[src/rtl/palette_loader.sv]
// Palette download sequencer: packs the download byte stream into RGB entries and
// writes each one into the video palette RAM only when the video side grants a slot.
module palette_loader #(
  parameter int          ENTRIES   = 64,
  parameter logic [7:0]  PAL_INDEX = 8'd2
) (
  input  logic        clk,
  input  logic        reset_n,
  input  logic        dl_download,
  input  logic [7:0]  dl_index,
  input  logic        dl_wr,
  input  logic [7:0]  dl_data,
  output logic        dl_wait,
  input  logic        wr_slot,
  output logic        load_color,
  output logic [5:0]  load_color_index,
  output logic [23:0] load_color_data,
  output logic        pal_loaded,
  output logic        overrun
);

  localparam int CW = $clog2(ENTRIES + 1);

  typedef enum logic [2:0] {IDLE, COLLECT, PENDING, WRITE, DONE} state_e;

  state_e        state_q;
  logic          act_q;
  logic [1:0]    lane_q;
  logic [CW-1:0] count_q;
  logic          extra_q;
  logic [7:0]    red_q, green_q;
  logic          dl_wait_q, load_color_q, pal_loaded_q, overrun_q;
  logic [5:0]    index_q;
  logic [23:0]   data_q;

  logic act, act_rise, full;

  assign act  = dl_download && (dl_index == PAL_INDEX);
  // NOTE: the rising edge compares live act against last cycle's act, so a dl_wr
  // arriving together with the first active cycle is still captured as lane 0.
  assign act_rise = act && !act_q;
  assign full     = (count_q == CW'(ENTRIES));

  always_ff @(posedge clk or negedge reset_n) begin
    if (!reset_n) begin
      state_q      <= IDLE;
      act_q        <= 1'b0;
      lane_q       <= 2'd0;
      count_q      <= '0;
      extra_q      <= 1'b0;
      red_q        <= 8'd0;
      green_q      <= 8'd0;
      dl_wait_q    <= 1'b0;
      load_color_q <= 1'b0;
      pal_loaded_q <= 1'b0;
      overrun_q    <= 1'b0;
      index_q      <= 6'd0;
      data_q       <= 24'd0;
    end else begin
      act_q <= act;
      if (act_rise) begin
        // A new download always restarts cleanly, even over a pending entry.
        state_q      <= COLLECT;
        lane_q       <= 2'd0;
        count_q      <= '0;
        extra_q      <= 1'b0;
        pal_loaded_q <= 1'b0;
        overrun_q    <= 1'b0;
        dl_wait_q    <= 1'b0;
        load_color_q <= 1'b0;
        if (dl_wr) begin
          red_q  <= dl_data;
          lane_q <= 2'd1;
        end
      end else begin
        if (act && dl_wr && dl_wait_q) overrun_q <= 1'b1;
        unique case (state_q)
          IDLE: begin
            state_q <= IDLE;
          end
          COLLECT: begin
            if (!act) begin
              state_q <= DONE;
            end else if (dl_wr) begin
              if (full) begin
                extra_q <= 1'b1;
              end else begin
                unique case (lane_q)
                  2'd0: begin
                    red_q  <= dl_data;
                    lane_q <= 2'd1;
                  end
                  2'd1: begin
                    green_q <= dl_data;
                    lane_q  <= 2'd2;
                  end
                  default: begin
                    data_q    <= {red_q, green_q, dl_data};
                    index_q   <= count_q[5:0];
                    lane_q    <= 2'd0;
                    dl_wait_q <= 1'b1;
                    state_q   <= PENDING;
                  end
                endcase
              end
            end
          end
          PENDING: begin
            if (wr_slot) begin
              load_color_q <= 1'b1;
              state_q      <= WRITE;
            end
          end
          WRITE: begin
            load_color_q <= 1'b0;
            dl_wait_q    <= 1'b0;
            count_q      <= count_q + CW'(1);
            state_q      <= act ? COLLECT : DONE;
          end
          DONE: begin
            pal_loaded_q <= full && (lane_q == 2'd0) && !extra_q;
            state_q      <= IDLE;
          end
          default: begin
            state_q <= IDLE;
          end
        endcase
      end
    end
  end

  assign dl_wait          = dl_wait_q;
  assign load_color       = load_color_q;
  assign load_color_index = index_q;
  assign load_color_data  = data_q;
  assign pal_loaded       = pal_loaded_q;
  assign overrun          = overrun_q;

endmodule

[config.mk]
export PLATFORM = sky130hd
export DESIGN_NAME = palette_loader
export DESIGN_NICKNAME = d
export VERILOG_FILES = /design/src/rtl/palette_loader.sv
export SDC_FILE = /design/constraint.sdc
export NUM_CORES = 1
export LEC_CHECK = 0
export ABC_CLOCK_PERIOD_IN_PS = 2210
export BUFFER_PORTS_ARGS = -buffer_cell sky130_fd_sc_hd__buf_2
export CAP_MARGIN = 20
export CELL_PAD_IN_SITES_DETAIL_PLACEMENT = 0
export CELL_PAD_IN_SITES_GLOBAL_PLACEMENT = 2
export CORE_ASPECT_RATIO = 1.75
export CORE_UTILIZATION = 30
export DETAILED_ROUTE_END_ITERATION = 7
export GPL_ROUTABILITY_DRIVEN = 1
export PLACE_DENSITY_LB_ADDON = 0.1
export SLEW_MARGIN = 10
export SYNTH_ARGS = -nofsm -noshare
export SYNTH_HDL_FRONTEND = slang
export SYNTH_SLANG_ARGS = --single-unit
[constraint.sdc]
create_clock -name clk -period 2.21 [get_ports clk]
set_input_delay 0.442 -clock clk [delete_from_list [all_inputs] [get_ports clk]]
set_output_delay 0.442 -clock clk [all_outputs]
set_load 0.01 [all_outputs]
==> impl_metrics.env, run 1 <==
export IMPL_reg2reg_depth=6
export IMPL_rrSetupSlack_ns=0.12
export IMPL_path_delay_family="simple AND/OR/NAND/NOR gates"
export IMPL_start_util=0.310
export IMPL_drc=0
export IMPL_synthFlopType="dfrtp_1"
export IMPL_layout_nets=372
export IMPL_end_kind="register"
export IMPL_drt_wl_total_mm=8.67
export IMPL_hold_violations=0
export IMPL_ys_warn_count=0
export IMPL_htreeDepth=3
export IMPL_synth_seq_cells=64
export IMPL_timing_rr_end="load_color_data[23]"
export IMPL_finalMaxSlewViolations=0
export IMPL_cp_num_buf_inv=2
export IMPL_fin_area_sq_um=4140
export IMPL_cts_clk_slew_worst_paths_ns=0.05
export IMPL_die_w_microns=80.0
export IMPL_required_ns=2.42
export IMPL_placed_area_sq_um=3830
export IMPL_cts_root_buf="clkbuf_16"
export IMPL_cts_sinks=64
export IMPL_drt_iter0_drc=89
export IMPL_via_count=2444
export IMPL_drive_above_1_share=0.456
export IMPL_fillers=1050
export IMPL_insertion_delay_ns=0.33
export IMPL_worst_pin_slew_ns=0.464
export IMPL_syn2layout_area_growth_pct=29.6
export IMPL_status="complete, no violations"
export IMPL_viasPerCell=5.09
export IMPL_cp_cell_sequence="or4_1, nor2_2, nor4_4, buf_4, buf_6, mux2_1"
export IMPL_synthAdderAreaFrac=0.00783
export IMPL_grt_overflow=0
export IMPL_period_share=0.948
export IMPL_synth_xor_area_frac=0.0164
export IMPL_synthMuxAreaShare=0.141
export IMPL_hold_buffers=0
export IMPL_path_max_fanout=10
export IMPL_grt_max_degree=65
export IMPL_cts_tree="done"
export IMPL_ys_seq_area_frac=0.501
export IMPL_arrival_ns=2.30
export IMPL_numPortBuffers=54
export IMPL_synth_area_sq_um=3200
export IMPL_finalSetupViolations=0
export IMPL_multi_input_area_sq_um=1500
export IMPL_ant_nets=0
export IMPL_min_period_ns=2.09
export IMPL_drv_cap=0
export IMPL_syn_avg_cell_area_sq_um=11.8
export IMPL_whs_ns=0.124
export IMPL_fin_cells=480
export IMPL_leakagePower_nw=1.91
export IMPL_startpoint_type="register"
export IMPL_total_power_mw=2.79
export IMPL_rows=49
export IMPL_grt_pass1_wl_mm=14.2
export IMPL_antenna_found_initial=0
export IMPL_die_height_microns=139
export IMPL_async_flop_share=1.00
export IMPL_antennaDiodeCount=0
export IMPL_grt_usage=0.171
export IMPL_relSlewSlack=0.690
export IMPL_synth_enable_flop_cells=0
export IMPL_synth_distinct_cells=47
export IMPL_syn_nets=293
export IMPL_cts_buffers=9
export IMPL_crit_slowest_cell="or4_1"
export IMPL_dp_hpwl_mm=6.05
export IMPL_timing_rr_start="count_q[3]"
export IMPL_grt_setup_unrepaired="no"
export IMPL_synth_simple_gate_area_frac=0.147
export IMPL_cellPowerDensity_nw_per_um2=675
export IMPL_grt_pass1_vias=2669
export IMPL_io_pins=55
export IMPL_synth_compound_area_frac=0.147
export IMPL_ir_drop_v=0.000347
export IMPL_first_pass_iters=4
export IMPL_hold_path_class="in2async"
export IMPL_place_congestion=0.728
export IMPL_slowest_delay_ns=0.63
export IMPL_core_area_sq_um=10300
export IMPL_fmax_mhz=477
export IMPL_synth_cells=270
export IMPL_ff_latch_area_sq_um=1600
export IMPL_clock_path_buffers=2
export IMPL_wl_per_cell_microns=18.1
export IMPL_place_inst=463
export IMPL_dieArea_sq_um=11100
export IMPL_worst_setup_path_type="reg2reg"
export IMPL_skew_ns=0.00673
export IMPL_synth_top_family_by_area="compound AO/OA/AOI/OAI gates"
[worst max path at each step]
| stage | to | cells after the start | slack (ns) | start |
|---|---|---|---|---|
| finish | load_color_data[23] | 6 | 0.12 | count_q[3] |
| global route | load_color_data[13] | 6 | 0.001 | state_q[1] |
| CTS | load_color_data[13] | 5 | 0.07 | state_q[1] |
| detailed placement | load_color_data[13] | 6 | -0.04 | dl_wr |
| global placement | load_color_data[16] | 6 | -0.03 | dl_wr |
| floorplan | load_color_data[0] | 5 | 0.07 | dl_index[3] |
[power breakdown]
group	internal [mW]	leakage [nW]	switching, mW	total [mW]
clock	0.744	0.123	0.510	1.25
combinational	0.118	0.963	0.173	0.291
sequential	1.21	0.819	0.0368	1.25
total	2.07	1.91	0.720	2.79
[repair_timing]
action                     4_1_cts  5_1_grt
setup endpoints to repair        0       30
buffers inserted                 0        1
resized for setup                0        3
[cell usage in the layout (no fill, tap or decap), types with 4 or more instances in the layout]
cell type	count
a311oi_1	8
a31oi_1	11
buf_12	4
buf_2	54
buf_4	27
clkbuf_16	10
dfrtp_1	64
inv_1	8
mux2_2	38
nand2_1	15
nand2b_1	10
nor2_1	13
nor4_1	9
o21ai_0	10
o311ai_2	8
o31ai_1	8
xnor2_1	4
[cells in the mapped netlist (2+ instances only)]
cell,number,area share
dfrtp_1,64,0.50
mux2_2,38,0.13
nand2_1,15,0.018
nor2_1,13,0.015
a31oi_1,11,0.022
nand2b_1,10,0.020
o21ai_0,10,0.016
clkbuf_1,9,0.011
nor4_1,9,0.018
a311oi_1,8,0.022
inv_1,8,0.0094
o311ai_2,8,0.041
o31ai_1,8,0.019
buf_4,5,0.012
buf_2,4,0.0063
xnor2_1,4,0.011
a21oi_1,3,0.0047
nor2b_1,3,0.0059
nor3_1,3,0.0047
a211oi_1,2,0.0047
ha_1,2,0.0078
nand3_1,2,0.0031
nand4b_1,2,0.0055
nor4_4,2,0.013
o22ai_1,2,0.0039
or3_1,2,0.0039
or4_1,2,0.0047
xor2_1,2,0.0055
[final cells by class]
class | instances | share of cell area
repair buffers | 87 | 0.142
inverters | 8 | 0.00725
clock inverters | 6 | 0.00907
well taps | 127 | 0.0384
multi-input cells | 179 | 0.362
flip-flops and latches | 64 | 0.387
clock buffers | 9 | 0.0544
[routing by layer]
layer,share of wire,GRT usage,wire length (microns)
met2,0.57,0.311,4910
met1,0.40,0.192,3430
met4,0.017,0.0789,150
met5,0,0,0
met3,0.020,0.0224,174
[flip-flops by register name, summed over array words and instances (netlist names), 2 cells and up]
| register | flops |
|---|---|
| load_color_data | 24 |
| green_q | 8 |
| red_q | 8 |
| count_q | 7 |
| load_color_index | 6 |
| state_q | 3 |
| lane_q | 2 |
[per-stage QoR]
| stage | setup TNS, ns | setup WS, ns | utilization |
|---|---|---|---|
| floorplan | 0 | 0.0749 | - |
| global placement | -0.263 | -0.0265 | 0.371 |
| detailed placement | -0.556 | -0.0423 | 0.371 |
| CTS | 0 | 0.0691 | 0.397 |
| global route | 0 | 0.00112 | 0.402 |
| finish | 0 | 0.115 | 0.402 |
[cells by family after synthesis]
group / after synthesis
compound gates: 57
xor+xnor: 6
fa+ha+maj: 2
buf+inv: 27
flops: 64
mux: 40
simple gates: 74
(Power assumes the default switching activity.)
==> run 2: changes to the inputs <==
--- a/config.mk
+++ b/config.mk
@@ -5,12 +5,11 @@
 export SDC_FILE = /design/constraint.sdc
 export NUM_CORES = 1
 export LEC_CHECK = 0
-export ABC_CLOCK_PERIOD_IN_PS = 2210
+export ABC_CLOCK_PERIOD_IN_PS = 2200
 export BUFFER_PORTS_ARGS = -buffer_cell sky130_fd_sc_hd__buf_2
 export CAP_MARGIN = 20
 export CELL_PAD_IN_SITES_DETAIL_PLACEMENT = 0
 export CELL_PAD_IN_SITES_GLOBAL_PLACEMENT = 2
-export CORE_ASPECT_RATIO = 1.75
 export CORE_UTILIZATION = 30
 export DETAILED_ROUTE_END_ITERATION = 7
 export GPL_ROUTABILITY_DRIVEN = 1
==> constraint.sdc (replaced) <==
create_clock -name clk -period 2.2 [get_ports clk]
set_input_delay 0.44 -clock clk [delete_from_list [all_inputs] [get_ports clk]]
set_output_delay 0.44 -clock clk [all_outputs]
set_load 0.01 [all_outputs]
==> run 2 against run 1 <==
Effect of this change:
- sequential cell count unchanged
- clock power decreased by 7%
- setup slack got worse by 0.0096 ns
- sequential power about the same
- register-to-register slack about the same
- utilization decreased by 0.54 points
- total power decreased by 2.9%
- critical path type unchanged
==> impl_metrics.env, run 2 (same netlist as run 1, synthesis figures left out) <==
export IMPL_status="complete, no violations"
export IMPL_period_share=0.952
export IMPL_finalSetupTns_ns=0
export IMPL_drv_cap=0
export IMPL_grt_pass1_vias=2504
export IMPL_grt_usage=0.163
export IMPL_fin_cells=491
export IMPL_cts_sinks=64
export IMPL_layout_nets=373
export IMPL_end_kind="register"
export IMPL_die_height_microns=105
export IMPL_place_ws_ns=-0.0692
export IMPL_cts_buffers=9
export IMPL_syn2layout_area_growth_pct=28.1
export IMPL_cts_tree="done"
export IMPL_rows=37
export IMPL_fmax_mhz=477
export IMPL_final_common_cell="dfrtp_1"
export IMPL_cp_cell_sequence="nor4bb_4, buf_4, nand2_2, nor4_4, buf_4, buf_6, mux2_2"
export IMPL_clock_path_buffers=2
export IMPL_relSlewSlack=0.719
export IMPL_min_period_ns=2.09
export IMPL_cellPowerDensity_nw_per_um2=662
export IMPL_skew_ns=0.0123
export IMPL_antennaDiodeCount=0
export IMPL_die_w_microns=105
export IMPL_fin_area_sq_um=4090
export IMPL_arrival_ns=2.33
export IMPL_numPortBuffers=54
export IMPL_required_ns=2.43
export IMPL_hold_path_class="in2async"
export IMPL_place_inst=472
export IMPL_htreeDepth=3
export IMPL_antenna_found_initial=0
export IMPL_drc=0
export IMPL_cts_root_buf="clkbuf_8"
export IMPL_finalMaxSlewViolations=0
export IMPL_largest_register_ffs=24
export IMPL_wl_per_cell_microns=17.1
export IMPL_worst_setup_path_type="reg2reg"
export IMPL_drt_iter0_drc=91
export IMPL_core_area_sq_um=10300
export IMPL_placed_area_sq_um=3810
export IMPL_hold_buffers=0
export IMPL_final_cell_mix="62 x dfrtp_1, 55 x buf_2, 38 x mux2_2, 27 x buf_4, 14 x nand2_1"
export IMPL_ant_nets=0
export IMPL_path_delay_family="simple AND/OR/NAND/NOR gates"
export IMPL_via_count=2452
export IMPL_cpMostUsedCell="buf_4"
export IMPL_fillers=1031
export IMPL_worst_pin_slew_ns=0.421
export IMPL_whs_ns=0.0839
export IMPL_crit_slowest_cell="dfrtp_2"
export IMPL_cp_num_buf_inv=3
export IMPL_drt_wl_total_mm=8.42
export IMPL_drive_above_1_share=0.468
export IMPL_finalSetupViolations=0
export IMPL_grt_max_degree=65
export IMPL_grt_overflow=0
export IMPL_dieArea_sq_um=11100
export IMPL_leakagePower_nw=1.89
export IMPL_grt_pass1_wl_mm=13.7
export IMPL_io_pins=55
export IMPL_dp_hpwl_mm=5.70
export IMPL_start_util=0.310
export IMPL_cts_clk_slew_worst_paths_ns=0.07
export IMPL_place_congestion=0.744
export IMPL_fin_ws_ns=0.106
export IMPL_path_max_fanout=7
export IMPL_slowest_delay_ns=0.46
export IMPL_hold_violations=0
export IMPL_first_pass_iters=4
export IMPL_ir_drop_v=0.000307
export IMPL_insertion_delay_ns=0.35
export IMPL_startpoint_type="register"
export IMPL_viasPerCell=4.99
run 2: cell count changes in the layout (fill, tap and decap cells not counted), sizes merged:
cell	change
inv	+2
clkinvlp	-2
buf	+2
clkbuf	-1
clkinv	-1
bufinv	+2
run 2: layout make-up:
class | instances | area (sq um) | share of cell area
Multi-Input combinational cell | 179 | 1500 | 0.366
Tap cell | 136 | 170 | 0.0416
Clock inverter | 7 | 103 | 0.0251
Sequential cell | 64 | 1600 | 0.392
Inverter | 8 | 30.0 | 0.00733
Timing Repair Buffer | 88 | 563 | 0.138
Clock buffer | 9 | 124 | 0.0303
run 2: worst register-to-register path: stages (launching register included):
cell	delay, ns
dfrtp_2	0.46
nor4bb_4	0.27
buf_4	0.16
nand2_2	0.10
nor4_4	0.33
buf_4	0.20
buf_6	0.14
mux2_2	0.33
run 2: final timing paths:
check / slack [ns] / to / from / cells past startpoint
setup / recovery: 0.11 / load_color_data[12] / state_q[2] / 7
hold / removal: 0.08 / load_color / reset_n / 2
setup reg to reg: 0.11 / load_color_data[12] / state_q[2] / 7
hold reg to reg: 0.49 / extra_q / extra_q / 2
max in group asynchronous: 1.80 / green_q[2] / reset_n / 2
min in group clk: 0.40 / load_color / wr_slot / 3
run 2: what timing repair did:
item	in CTS	in global routing
setup endpoints to repair	0	25
gates resized for setup	0	11
setup buffers	0	1
run 2: routing by layer:
layer	share of wire	GRT usage	vias up
met5	0	0	-
met4	0.015	0.0734	0
met3	0.027	0.0287	9
met2	0.45	0.240	45
met1	0.51	0.231	1210
li1	-	-	1188
run 2: power by group:
part	total [mW]	internal [mW]	switching (mW)
clock network	1.16	0.649	0.515
logic	0.292	0.118	0.174
registers	1.26	1.21	0.0410
total	2.71	1.98	0.731
run 2: through the flow:
stage / utilization / power, mW
global route: 0.397 / 2.85
detailed placement: 0.369 / 1.57
finish: 0.397 / 2.71
floorplan: - / 1.42
global placement: 0.369 / 1.57
CTS: 0.391 / 2.76
==> run 3: changes to the inputs <==
--- a/config.mk
+++ b/config.mk
@@ -5,15 +5,17 @@
 export SDC_FILE = /design/constraint.sdc
 export NUM_CORES = 1
 export LEC_CHECK = 0
-export ABC_CLOCK_PERIOD_IN_PS = 2200
+export ABC_CLOCK_PERIOD_IN_PS = 2300
 export BUFFER_PORTS_ARGS = -buffer_cell sky130_fd_sc_hd__buf_2
 export CAP_MARGIN = 20
 export CELL_PAD_IN_SITES_DETAIL_PLACEMENT = 0
 export CELL_PAD_IN_SITES_GLOBAL_PLACEMENT = 2
+export CORE_MARGIN = 2
 export CORE_UTILIZATION = 30
 export DETAILED_ROUTE_END_ITERATION = 7
 export GPL_ROUTABILITY_DRIVEN = 1
 export PLACE_DENSITY_LB_ADDON = 0.1
+export REMOVE_ABC_BUFFERS = 1
 export SLEW_MARGIN = 10
 export SYNTH_ARGS = -nofsm -noshare
 export SYNTH_HDL_FRONTEND = slang
==> constraint.sdc (replaced) <==
create_clock -name clk -period 2.3 [get_ports clk]
set_input_delay 0.46 -clock clk [delete_from_list [all_inputs] [get_ports clk]]
set_output_delay 0.46 -clock clk [all_outputs]
set_load 0.01 [all_outputs]
==> run 3 against run 2 <==
Effect of this change:
- cell area decreased by 1.1%
- sequential power decreased by 4%
- global-route usage decreased by 0.84 points
- non-clock buffer count shrank 6
- hold slack better by 0.32 ns
- critical endpoint is now load_color_data[23]
- count of clock-buffer cells in the layout increased by 2
==> impl_metrics.env, run 3 (same netlist as run 1, synthesis figures left out) <==
export IMPL_status="complete, no violations"
export IMPL_startpoint="count_q[3]"
export IMPL_insertion_delay_ns=0.34
export IMPL_ant_nets=0
export IMPL_place_ws_ns=0.00824
export IMPL_place_inst=468
export IMPL_drv_cap=0
export IMPL_clock_path_buffers=2
export IMPL_ir_drop_v=0.000348
export IMPL_cts_clk_slew_worst_paths_ns=0.08
export IMPL_start_util=0.310
export IMPL_finalMaxSlewViolations=0
export IMPL_skew_ns=0.0118
export IMPL_layout_nets=367
export IMPL_drive_above_1_share=0.441
export IMPL_syn2layout_area_growth_pct=26.7
export IMPL_via_count=2435
export IMPL_dp_hpwl_mm=5.74
export IMPL_largest_register_ffs=24
export IMPL_numPortBuffers=54
export IMPL_drc=0
export IMPL_hold_violations=0
export IMPL_antenna_found_initial=0
export IMPL_worst_setup_path_type="reg2reg"
export IMPL_crit_slowest_cell="or4_1"
export IMPL_wl_per_cell_microns=16.9
export IMPL_reg2reg_depth=5
export IMPL_period_share=0.920
export IMPL_place_congestion=0.741
export IMPL_leakagePower_nw=1.87
export IMPL_antennaDiodeCount=0
export IMPL_fin_cells=485
export IMPL_required_ns=2.53
export IMPL_grt_pass1_wl_mm=13.6
export IMPL_min_period_ns=2.12
export IMPL_cellPowerDensity_nw_per_um2=685
export IMPL_drt_iter0_drc=82
export IMPL_fin_util=0.392
export IMPL_rows=37
export IMPL_drt_wl_total_mm=8.18
export IMPL_grt_usage=0.154
export IMPL_io_pins=55
export IMPL_slowest_delay_ns=0.64
export IMPL_htreeDepth=3
export IMPL_arrival_ns=2.34
export IMPL_fillers=1034
export IMPL_fmax_mhz=472
export IMPL_rrSetupSlack_ns=0.18
export IMPL_first_pass_iters=4
export IMPL_final_cell_mix="64 x dfrtp_1, 54 x buf_2, 38 x mux2_2, 26 x buf_4, 15 x nand2_1"
export IMPL_dieArea_sq_um=11500
export IMPL_die_height_microns=107
export IMPL_final_common_cell="dfrtp_1"
export IMPL_viasPerCell=5.02
export IMPL_min_delay_start="dl_data[0]"
export IMPL_path_max_fanout=14
export IMPL_finalSetupTns_ns=0
export IMPL_cts_buffers=9
export IMPL_cts_sinks=64
export IMPL_whs_ns=0.400
export IMPL_cts_tree="done"
export IMPL_cp_cell_sequence="or4_1, nor2_2, nor4_4, buf_4, mux2_1"
export IMPL_placed_area_sq_um=3770
export IMPL_end_kind="register"
export IMPL_cts_root_buf="clkbuf_8"
export IMPL_hold_path_class="in2reg"
export IMPL_timing_rr_start="count_q[3]"
export IMPL_fin_area_sq_um=4050
export IMPL_finalSetupViolations=0
export IMPL_grt_overflow=0
export IMPL_hold_path_depth=2
export IMPL_grt_setup_unrepaired="no"
export IMPL_grt_max_degree=28
export IMPL_grt_pass1_vias=2512
export IMPL_core_area_sq_um=10300
export IMPL_die_w_microns=107
export IMPL_fin_ws_ns=0.183
export IMPL_total_power_mw=2.77
export IMPL_startpoint_type="register"
export IMPL_worst_pin_slew_ns=0.355
export IMPL_relSlewSlack=0.763
==> run 3: changes by cell type in the layout (fill, tap and decap cells not counted), moves of 2 or more <==
cell,change
inv_6,-2
dfrtp_1,+2
clkinv_4,-2
buf_6,-4
dfrtp_2,-2
bufinv_16,+2
==> run 3: critical path: cells and delay by family, from the launching register on <==
family / cells / cell delay [ns]
simple gates: 3 / 1.03
flops: 1 / 0.43
buf+inv: 1 / 0.21
mux: 1 / 0.32
==> run 3: routing by layer <==
layer | track usage | wire length, microns | vias to the layer above
met4 | 0.0538 | 85 | 0
met5 | 0 | 0 | -
met3 | 0.0347 | 365 | 7
li1 | - | - | 1165
met2 | 0.227 | 3600 | 56
met1 | 0.221 | 4120 | 1207
==> run 3: what timing repair did <==
action                                 4_1_cts  5_1_grt
hold buffers                                 1        0
endpoints found under the hold margin        4        0
resized for setup                            0        0
buffers inserted                             0        0
==> run 3: cell type report <==
type,instances,area [sq um],share of cell area
Timing Repair Buffer,82,495,0.122
Sequential cell,64,1600,0.396
Clock inverter,5,128,0.0315
Multi-Input combinational cell,179,1480,0.366
Tap cell,136,170,0.0420
Clock buffer,11,141,0.0349
Inverter,8,30.0,0.00742
==> run 3: power by group <==
part / internal (mW) / switching, mW
logic: 0.101 / 0.152
registers: 1.16 / 0.0466
clock network: 0.860 / 0.453
total: 2.12 / 0.652
==> run 3: final timing paths <==
check,to
min in group asynchronous,overrun
max in group asynchronous,red_q[1]
worst max-delay path,load_color_data[23]
worst min register to register,load_color_data[23]
worst min-delay path,load_color_data[0]
worst max register to register,load_color_data[23]
